[config.mk]
export PLATFORM = sky130hd
export DESIGN_NAME = life_cell_gen
export DESIGN_NICKNAME = d
export VERILOG_FILES = /design/src/rtl/life_cell_gen_pkg.sv /design/src/rtl/life_popcount.sv /design/src/rtl/life_cell_gen.sv
export SDC_FILE = /design/constraint.sdc
export NUM_CORES = 1
export LEC_CHECK = 0
export ABC_AREA = 1
export CAP_MARGIN = 25
export CELL_PAD_IN_SITES_DETAIL_PLACEMENT = 1
export CELL_PAD_IN_SITES_GLOBAL_PLACEMENT = 2
export CORE_MARGIN = 1.5
export CORE_UTILIZATION = 30
export DETAILED_ROUTE_END_ITERATION = 10
export GPL_ROUTABILITY_DRIVEN = 0
export PLACE_DENSITY_LB_ADDON = 0.1
export SLEW_MARGIN = 15
export SYNTH_ARGS = -nofsm -noshare
export SYNTH_HDL_FRONTEND = slang
export SYNTH_SLANG_ARGS = --single-unit
[constraint.sdc]
create_clock -name clk -period 2.73 [get_ports clk]
set_input_delay 0.819 -clock clk [delete_from_list [all_inputs] [get_ports clk]]
set_output_delay 0.819 -clock clk [all_outputs]
set_load 0.01 [all_outputs]
[src/rtl/life_cell_gen_pkg.sv]
// rtl/life_cell_gen_pkg.sv - shared rule constants and parameter checks for the life cell engine
package life_cell_gen_pkg;

    localparam logic [8:0] LIFE_B_CONWAY = 9'b000001000;
    localparam logic [8:0] LIFE_S_CONWAY = 9'b000001100;

    // The count must hold N_IN itself, so 2**CNT_W has to exceed N_IN.
    function automatic bit cnt_w_ok(input int n_in, input int cnt_w);
        return (n_in >= 2) && ((1 << cnt_w) > n_in);
    endfunction

endpackage

[src/rtl/life_popcount.sv]
// rtl/life_popcount.sv - combinational population count of the neighbour bits
module life_popcount #(
    parameter int N_IN  = 8,
    parameter int CNT_W = 4
) (
    input  logic [N_IN-1:0]  nbr,
    output logic [CNT_W-1:0] cnt
);

    always_comb begin
        cnt = '0;
        for (int i = 0; i < N_IN; i++) begin
            cnt = cnt + CNT_W'(nbr[i]);
        end
    end

endmodule

[src/rtl/life_cell_gen.sv]
// rtl/life_cell_gen.sv - game-of-life cell with programmable rule and 2-stage valid/ready pipeline
module life_cell_gen
    import life_cell_gen_pkg::*;
#(
    parameter int              N_IN  = 8,
    parameter int              CNT_W = 4,
    parameter int              GEN_W = 16,
    parameter logic [N_IN:0]   B_RST = (N_IN+1)'(LIFE_B_CONWAY),
    parameter logic [N_IN:0]   S_RST = (N_IN+1)'(LIFE_S_CONWAY)
) (
    input  logic              clk,
    input  logic              rst_n,
    input  logic              cfg_we,
    input  logic [N_IN:0]     cfg_birth,
    input  logic [N_IN:0]     cfg_surv,
    input  logic              load,
    input  logic              load_alive,
    input  logic              in_valid,
    output logic              in_ready,
    input  logic [N_IN-1:0]   nbr,
    output logic              out_valid,
    input  logic              out_ready,
    output logic              alive,
    output logic [CNT_W-1:0]  count,
    output logic [GEN_W-1:0]  gen
);

    if (!cnt_w_ok(N_IN, CNT_W)) begin : g_bad_cnt_w
        $error("life_cell_gen: CNT_W too narrow for N_IN");
    end

    logic [N_IN:0]     birth_q;
    logic [N_IN:0]     surv_q;
    logic              s1_valid;
    logic [CNT_W-1:0]  s1_cnt;
    logic [CNT_W-1:0]  pop_cnt;
    logic              adv2;
    logic              accept;
    logic              nxt_alive;

    life_popcount #(
        .N_IN  (N_IN),
        .CNT_W (CNT_W)
    ) u_popcount (
        .nbr (nbr),
        .cnt (pop_cnt)
    );

    assign adv2      = !out_valid || out_ready;
    assign in_ready  = !load && (!s1_valid || adv2);
    assign accept    = in_valid && in_ready;
    assign nxt_alive = alive ? surv_q[s1_cnt] : birth_q[s1_cnt];

    always_ff @(posedge clk or negedge rst_n) begin
        if (!rst_n) begin
            birth_q <= B_RST;
            surv_q  <= S_RST;
        end else if (cfg_we) begin
            birth_q <= cfg_birth;
            surv_q  <= cfg_surv;
        end
    end

    // load wins over both stages; masks still update via the block above.
    always_ff @(posedge clk or negedge rst_n) begin
        if (!rst_n) begin
            s1_valid  <= 1'b0;
            s1_cnt    <= '0;
            out_valid <= 1'b0;
            alive     <= 1'b0;
            count     <= '0;
            gen       <= '0;
        end else if (load) begin
            s1_valid  <= 1'b0;
            out_valid <= 1'b0;
            alive     <= load_alive;
            count     <= '0;
            gen       <= '0;
        end else begin
            if (accept) begin
                s1_cnt   <= pop_cnt;
                s1_valid <= 1'b1;
            end else if (adv2) begin
                s1_valid <= 1'b0;
            end

            if (s1_valid && adv2) begin
                alive     <= nxt_alive;
                count     <= s1_cnt;
                gen       <= gen + 1'b1;
                out_valid <= 1'b1;
            end else if (out_ready) begin
                out_valid <= 1'b0;
            end
        end
    end

endmodule
# Yosys cells after proc, flatten, opt, wreduce, memory -nomap -nowiden
# Cells that the tools add are included.
# totals
regBits,45
latchBits,0
mem_bits_rw,0
rom_bits,0
in_bits,33
output_inout_bits,23
wordCells,47
n_memories,0
# op_classes
addsub,8
n_mul,0
div_mod_pow,0
magnitude_cmp,1
eq_ne,0
shift,0
n_mux,17
bitwise_logic,1
n_reduce_logical,12
# op_table
operator,n
$mux W16,2
$add A4 B1 Y4,6
$add A16 B1 Y16 const B,1
$mux W1,11
$bmux W1 S4,2
$mux W4,2
$reduce_bool A3 Y1,2
$lt A4 B5 Y1 const B,1
$logic_and A1 B1 Y1,3
$logic_not A1 Y1,3
$add A1 B1 Y2,1
$logic_or A1 B1 Y1,2
$reduce_and A2 Y1,1
$reduce_bool A2 Y1,1
$not A1 Y1,1

# Logic depth before layout (Yosys ltp)
# Gate-level depths: netlist of run 1.
# logic_depth
word_depth,7
ltp_mapped,10
depth_no_buf,10

# Cells and area by module
# From an unflattened synthesis of run 1, not the netlist that was laid out.
# unflattened
cells_unflattened,306
hier_area_um2,2416.1
# by_module_without_submodules
module,n_inst,cells_per_inst,area_per_inst_um2,seq_area_each_um2
life_cell_gen,1,277,2214.6,1129.8
life_popcount,1,29,201.4,0.0

# Worst setup path after synthesis of run 1
# OpenSTA, ideal clock, no wires.
# synth_timing
path_type,input-to-reg
startpoint,input nbr[0]
endpoint,register s1_cnt[2]
setup_time_ns,0.083
arrival_ns,3.065
required_ns,2.647
path_slack_ns,-0.418
stages,8
n_path_buf,0
cell_sequence,ha_1 -> inv_1 -> fa_1 -> fa_1 -> fa_1 -> fa_1 -> xor2_1 -> o21ai_0
# synth_between
elab_chain_cells,7
# synth_lines
item,line,rtl
start: declaration,life_cell_gen.sv:20,"input logic [N_IN-1:0] nbr,"
$add A1 B1 Y2,life_popcount.sv:13,cnt = cnt + CNT_W'(nbr[i]);
$add A4 B1 Y4 (6 in series),life_popcount.sv:13,
end signal: assignment,life_cell_gen.sv:81,s1_cnt <= pop_cnt;
end: declaration,life_cell_gen.sv:35,logic [CNT_W-1:0] s1_cnt;
# No other way between the ends.
# A chain may end at the register's enable or synchronous reset.

# Worst setup path after layout of run 1
# Ends and elaborated chain as after synthesis.

==> run_results.csv, run 1 <==
group,metric,value,unit
timing,slew_headroom,0.646,
placed_design,hpwlAfterDp,5080,um
critical_path,critical-path-top-delay-family,"adder cells",
timing,setup_violations,2,
clock_tree,postCtsSetupRepairBufs,0,
logic_synthesis,ys.flop_type,"dfrtp_1",
logic_synthesis,synth_area_leaders,"dfrtp_1 (43%), nand2_1 (13%), inv_1 (8.4%), o21ai_0 (7.7%), nand3_1 (4.7%)",
logic_synthesis,ys_warn_count,0,
critical_path,cp_max_fo,2,
finish,layout_commonest_cell,"nand2_1",
critical_path,cp_data_arrival_time,3.11,ns
clock_tree,root_buffer,"clkbuf_8",
power,finalPower,1.65,mW
power,ir_drop,0.208,mV
clock_tree,clk_latency,0.30,ns
drt,vias_per_cell,4.67,
power,p_leak,1.55,nW
finish,syn_to_final_growth,34.6,%
power,p_per_area,497,nW/um2
global_routing,track_usage,0.167,
timing,timing.final.crit_share,1.06,
logic_synthesis,yosys.area_share.simple,0.272,
logic_synthesis,synthCells,321,
finish,final-seq-area,1130,um2
critical_path,r2r_end,"gen[8]",
timing,holdWs,0.489,ns
worst_hold_path,hp-class,"in2async",
drt,routedWlPerCell,13.6,um
logic_synthesis,ys_seq_area_frac,0.458,
clock_tree,h-tree-depth,2,
timing,fmax,0.347,GHz
finish,antenna_cells,0,
critical_path,slowest_delay,0.49,ns
critical_path,path_cells,"buf_6 > ha_4 > inv_2 > fa_1 > fa_1 > fa_2 > fa_2 > xor2_1 > o21ai_1",
timing,maxSlewViolCount,0,
finish,final_cell_mix,"nand2_1 (88), inv_1 (53), clkdlybuf4s50_1 (49), dfrtp_1 (42), o21ai_0 (36)",
logic_synthesis,syn_nets,362,
clock_tree,cts.reportedPaths.clkPinSlew,0.09,ns
critical_path,worst-r2r-setup-slack,1.16,ns
global_routing,grt_max_degree,32,
clock_tree,cts_buffer_depth,2,
floorplanning,die_x,93.7,um
timing,rsz0062_at_grt,"yes",
global_routing,grt-ovfl-total,0,
logic_synthesis,synth_cell_types,27,
timing,fin_skew,0.00753,ns
floorplanning,coreArea,7850,um2
critical_path,slowest_stage,"fa_1",
drt,routed_wl,6630,um
run_status,violations,"negative setup slack",
logic_synthesis,synthAdderAreaFrac,0.0527,
finish,drive_gt1_frac,0.109,
finish,layout.nets,426,
timing,period_minus_slack,2.88,ns
critical_path,cp.required,2.95,ns
run_status,status,"finished, violations left",
logic_synthesis,synth_top_area_cell,"dfrtp_1",
placed_design,portBuffers,55,
finish,multi_input_area,1100,um2
floorplanning,initial_core_util,0.314,
critical_path,cp-start-kind,"input port",
drt,drc,0,
critical_path,crit_type,"in2reg",
clock_tree,hold_buffers,0,
global_routing,grt_pass1_wl,11400,um
critical_path,crit_path_end_kind,"flip-flop",
finish,n_fill_cell,963,
timing,fin_ws,-0.151,ns
logic_synthesis,synth_seq_cells,45,
logic_synthesis,yosys.area.top_type_share,0.426,
drt,firstDrtPassIters,4,
logic_synthesis,synth-xor-area-share,0.00355,
logic_synthesis,synth_edf_count,0,
floorplanning,die_h,93.7,um
timing,worstMarginPinSlew,0.532,ns
clock_tree,cts.sinks,45,
drt,drtIter0Drc,100,
global_routing,antenna_found_initial,0,
floorplanning,rows,32,
logic_synthesis,synth_compound_area_frac,0.106,
clock_tree,cts_tree,"done",
drt,num_vias,2280,
logic_synthesis,syn_area,2470,um2
timing,hold_violations,0,
drt,antenna_left,0,
job,drv_cap,0,
critical_path,rr_startpoint,"gen[0]",
logic_synthesis,synth.area.mux_share,0.00456,
floorplanning,ios,56,
logic_synthesis,syn_avg_cell_area,7.69,um2
critical_path,cp_num_buf_inv,2,
global_routing,grt_pass1_vias,2317,
floorplanning,die_area,8780,um2
critical_path,reg2reg_depth,6,
logic_synthesis,synth_top_family_by_area,"simple AND/OR/NAND/NOR gates",
clock_tree,cts_buffers,5,
logic_synthesis,synthArstFlopShare,1.00,
-- flip-flops by register name, summed over array words and instances, names as in the netlist --
signal / cells
out_valid: 1
surv_q: 9
alive: 1
birth_q: 9
s1_valid: 1
gen: 16
s1_cnt: 4
count: 4
-- cell usage after synthesis, types with 4 or more instances --
library cell,number
nand2_1,88
nand4_1,15
nand3_1,23
nor2_1,16
inv_1,55
o21ai_0,38
dfrtp_1,42
buf_2,4
ha_1,4
a21oi_1,4
fa_1,4
-- cell type report --
class                   instances  share of cell area
well taps                     102              0.0384
repair buffers                 64               0.187
multi-input cells             210               0.333
inverters                      59              0.0667
flip-flops and latches         45               0.340
clock inverters                 1             0.00904
clock buffers                   7              0.0260
-- worst reg2reg max path: cells and delay by family (launching register included) --
| kind | cells | cell delay (ns) |
|---|---|---|
| buffers and inverters | 1 | 0.09 |
| adder cells (fa/ha/maj) | 1 | 0.31 |
| AND/OR/NAND/NOR | 3 | 0.45 |
| AO/OA/AOI/OAI | 1 | 0.08 |
| flip-flops | 1 | 0.53 |
-- repair_timing --
action,4_1_cts,5_1_grt
pin swaps,6,6
resized for setup,16,3
setup endpoints to repair,5,4
-- power by group --
group / switching, mW / total [mW] / internal [mW] / leakage, nW
combinational: 0.201 / 0.362 / 0.160 / 0.913
sequential: 0.0407 / 0.758 / 0.718 / 0.580
clock: 0.231 / 0.530 / 0.299 / 0.0585
total: 0.473 / 1.65 / 1.18 / 1.55
-- per-stage QoR --
stage	instance area, um2	util	instances	setup WS, ns	TNS (ns)
after CTS	3320	0.423	488	-0.311	-0.606
after floorplan	2480	-	321	-0.344	-0.617
after global routing	3320	0.423	488	-0.211	-0.420
final	3320	0.423	488	-0.151	-0.302
after detailed placement	3200	0.408	480	-0.997	-3.18
after global placement	3200	0.408	480	-0.872	-2.89
-- cells by family after synthesis --
| group | Yosys count |
|---|---|
| AND/OR/NAND/NOR | 152 |
| buffers and inverters | 66 |
| AO/OA/AOI/OAI | 48 |
| flip-flops | 45 |
| adder cells (fa/ha/maj) | 8 |
| XOR/XNOR | 1 |
| multiplexers | 1 |
-- routing by layer --
metal | track usage | vias to the layer above | routed length, um
li1 | - | 1142 | -
met1 | 0.237 | 1087 | 3390
met2 | 0.262 | 43 | 2950
met3 | 0.0275 | 8 | 206
met4 | 0.0485 | 0 | 82
met5 | 0 | - | 0
-- how the worst max path moves through the flow --
stage | to | start | depth (start not counted)
2_1_floorplan | s1_cnt[2] | nbr[1] | 8
3_3_place_gp | s1_cnt[2] | nbr[0] | 9
3_5_place_dp | s1_cnt[2] | nbr[1] | 9
4_1_cts | s1_cnt[2] | nbr[0] | 9
5_1_grt | s1_cnt[1] | nbr[1] | 8
6_report | s1_cnt[2] | nbr[0] | 9
No activity file was read; power rests on OpenSTA's default activity.
==> run 2, diff against run 1 <==
--- a/config.mk
+++ b/config.mk
@@ -13,6 +13,7 @@
 export CORE_UTILIZATION = 30
 export DETAILED_ROUTE_END_ITERATION = 10
 export GPL_ROUTABILITY_DRIVEN = 0
+export MAX_ROUTING_LAYER = met4
 export PLACE_DENSITY_LB_ADDON = 0.1
 export SLEW_MARGIN = 15
 export SYNTH_ARGS = -nofsm -noshare
==> run 2 against run 1 <==
  * The run still ends with negative setup slack left
  * Setup slack barely moved
  * Via count barely moved
  * Clock skew barely moved
  * Maximum frequency barely moved
  * Core utilization did not move
  * Register-to-register slack barely moved
  * Global-route usage rose by 0.46 points
  * Clock power barely moved
  * Hold slack barely moved
  * Sequential share of layout area did not move
  * Non-clock buffer count did not move
  * Design area did not move
  * Largest power group unchanged
==> run_results.csv, run 2 (synthesis results as in run 1) <==
group,metric,value,unit
run_status,status,"finished, violations left",
run_status,violations,"negative setup slack",
floorplanning,initial_core_util,0.314,
critical_path,slowest_stage,"fa_1",
finish,layout.nets,426,
placed_design,dpl-instance-area,3200,um2
global_routing,grt_use_met2,0.262,
drt,drc,0,
global_routing,grt_pass1_vias,2318,
finish,reg.largest.list,"gen x16, birth_q x9, surv_q x9",
power,p_per_area,497,nW/um2
clock_tree,cts.sinks,45,
timing,rsz0062_at_grt,"yes",
critical_path,cp-start-kind,"input port",
clock_tree,cts_buffers,5,
global_routing,top_usage_layer,"met2",
clock_tree,cts_buffer_depth,2,
finish,stdcell_count,488,
finish,drive_gt1_frac,0.109,
critical_path,worst-r2r-setup-slack,1.16,ns
timing,fmax,0.347,GHz
drt,antenna_left,0,
clock_tree,clk_latency,0.30,ns
job,drv_cap,0,
global_routing,grt-ovfl-total,0,
timing,fin_ws,-0.151,ns
clock_tree,hold_buffers,0,
finish,largest_register,"gen",
timing,holdWs,0.488,ns
floorplanning,rows,32,
critical_path,cp_max_fo,2,
critical_path,critical-path-top-delay-family,"adder cells",
finish,final_cell_mix,"nand2_1 (88), inv_1 (53), clkdlybuf4s50_1 (49), dfrtp_1 (42), o21ai_0 (36)",
drt,vias_per_cell,4.67,
critical_path,crit_path_end_kind,"flip-flop",
global_routing,grt_pass1_wl,11400,um
floorplanning,ios,56,
power,ir_drop,0.209,mV
critical_path,path_cells,"buf_6 > ha_4 > inv_2 > fa_1 > fa_1 > fa_2 > fa_2 > xor2_1 > o21ai_1",
timing,hold_violations,0,
global_routing,use_met3,0.0259,
placed_design,portBuffers,55,
finish,n_fill_cell,963,
timing,worstMarginPinSlew,0.532,ns
critical_path,cp_data_arrival_time,3.11,ns
drt,routedWlPerCell,13.6,um
critical_path,cp_num_buf_inv,2,
timing,period_minus_slack,2.88,ns
worst_hold_path,hp-class,"in2async",
placed_design,hpwlAfterDp,5080,um
global_routing,grt.met1_usage,0.238,
timing,timing.final.crit_share,1.06,
drt,firstDrtPassIters,4,
timing,maxSlewViolCount,0,
clock_tree,cts.reportedPaths.clkPinSlew,0.09,ns
power,p_leak,1.55,nW
timing,setup_violations,2,
global_routing,antenna_found_initial,0,
critical_path,slowest_delay,0.49,ns
drt,num_vias,2279,
finish,antenna_cells,0,
clock_tree,h-tree-depth,2,
clock_tree,root_buffer,"clkbuf_8",
floorplanning,coreArea,7850,um2
critical_path,reg2reg_depth,6,
critical_path,r2r_end,"gen[8]",
floorplanning,die_x,93.7,um
timing,finalSetupTns,-0.302,ns
critical_path,crit_type,"in2reg",
clock_tree,cts_tree,"done",
drt,routed_wl,6640,um
timing,slew_headroom,0.646,
finish,largest_register_ffs,16,
global_routing,grt_max_degree,32,
global_routing,track_usage,0.172,
critical_path,cp.required,2.95,ns
finish,layout_commonest_cell,"nand2_1",
timing,fin_skew,0.00775,ns
placed_design,dp.cells,480,
drt,drtIter0Drc,98,
finish,syn_to_final_growth,34.6,%
floorplanning,die_area,8780,um2
finish,finalInstanceArea,3320,um2
floorplanning,die_h,93.7,um
clock_tree,postCtsSetupRepairBufs,0,
critical_path,rr_startpoint,"gen[0]",
## run 2: how the worst max path moves through the flow
stage / cells past startpoint / slack [ns] / startpoint / endpoint
after floorplan: 8 / -0.34 / nbr[1] / s1_cnt[2]
after global placement: 9 / -0.87 / nbr[0] / s1_cnt[2]
after detailed placement: 9 / -1.0 / nbr[1] / s1_cnt[2]
after CTS: 9 / -0.31 / nbr[0] / s1_cnt[2]
after global routing: 8 / -0.21 / nbr[1] / s1_cnt[1]
final: 9 / -0.15 / nbr[0] / s1_cnt[2]
## run 2: layer usage
metal | share of wire | up-vias
met3 | 0.030 | 8
met2 | 0.44 | 43
li1 | - | 1142
met4 | 0.012 | 0
met1 | 0.51 | 1086
met5 | 0 | -
## run 2: cell type report
| type | instances | area, um2 | share of cell area |
|---|---|---|---|
| Sequential cell | 45 | 1130 | 0.340 |
| Multi-Input combinational cell | 210 | 1100 | 0.333 |
| Timing Repair Buffer | 64 | 621 | 0.187 |
| Inverter | 59 | 221 | 0.0667 |
| Tap cell | 102 | 128 | 0.0384 |
| Clock buffer | 7 | 86.3 | 0.0260 |
| Clock inverter | 1 | 30.0 | 0.00904 |
## run 2: per-stage QoR
step                total power, mW  worst slack (ns)  utilization
CTS                            1.69            -0.311        0.423
global route                   1.76            -0.211        0.423
detailed placement             1.14            -0.997        0.408
floorplan                     0.969            -0.344            -
finish                         1.65            -0.151        0.423
global placement               1.13            -0.872        0.408
## run 2: timing repair
| item | in CTS | in global routing |
|---|---|---|
| cloned | 0 | 0 |
| pin swaps | 6 | 6 |
| endpoints found under the setup margin | 5 | 4 |
| gates resized for setup | 16 | 3 |
## run 2: where the power goes
part | switching (mW) | internal (mW) | leakage, nW
registers | 0.0408 | 0.718 | 0.580
logic | 0.202 | 0.160 | 0.913
clock network | 0.231 | 0.299 | 0.0585
## run 2: worst reg2reg max path: stages, from the launching register on
cell and delay, ns:
dfrtp_1 0.53, ha_1 0.31, inv_1 0.09, nor2_1 0.23, nand3_1 0.12, nand4_1 0.10
o21ai_0 0.08
==> run 3, diff against run 2 <==
--- a/config.mk
+++ b/config.mk
@@ -6,7 +6,6 @@
 export NUM_CORES = 1
 export LEC_CHECK = 0
 export ABC_AREA = 1
-export CAP_MARGIN = 25
 export CELL_PAD_IN_SITES_DETAIL_PLACEMENT = 1
 export CELL_PAD_IN_SITES_GLOBAL_PLACEMENT = 2
 export CORE_MARGIN = 1.5
==> results of run 3 <==
Final layout, timing and power as in run 2 (identical DEF).
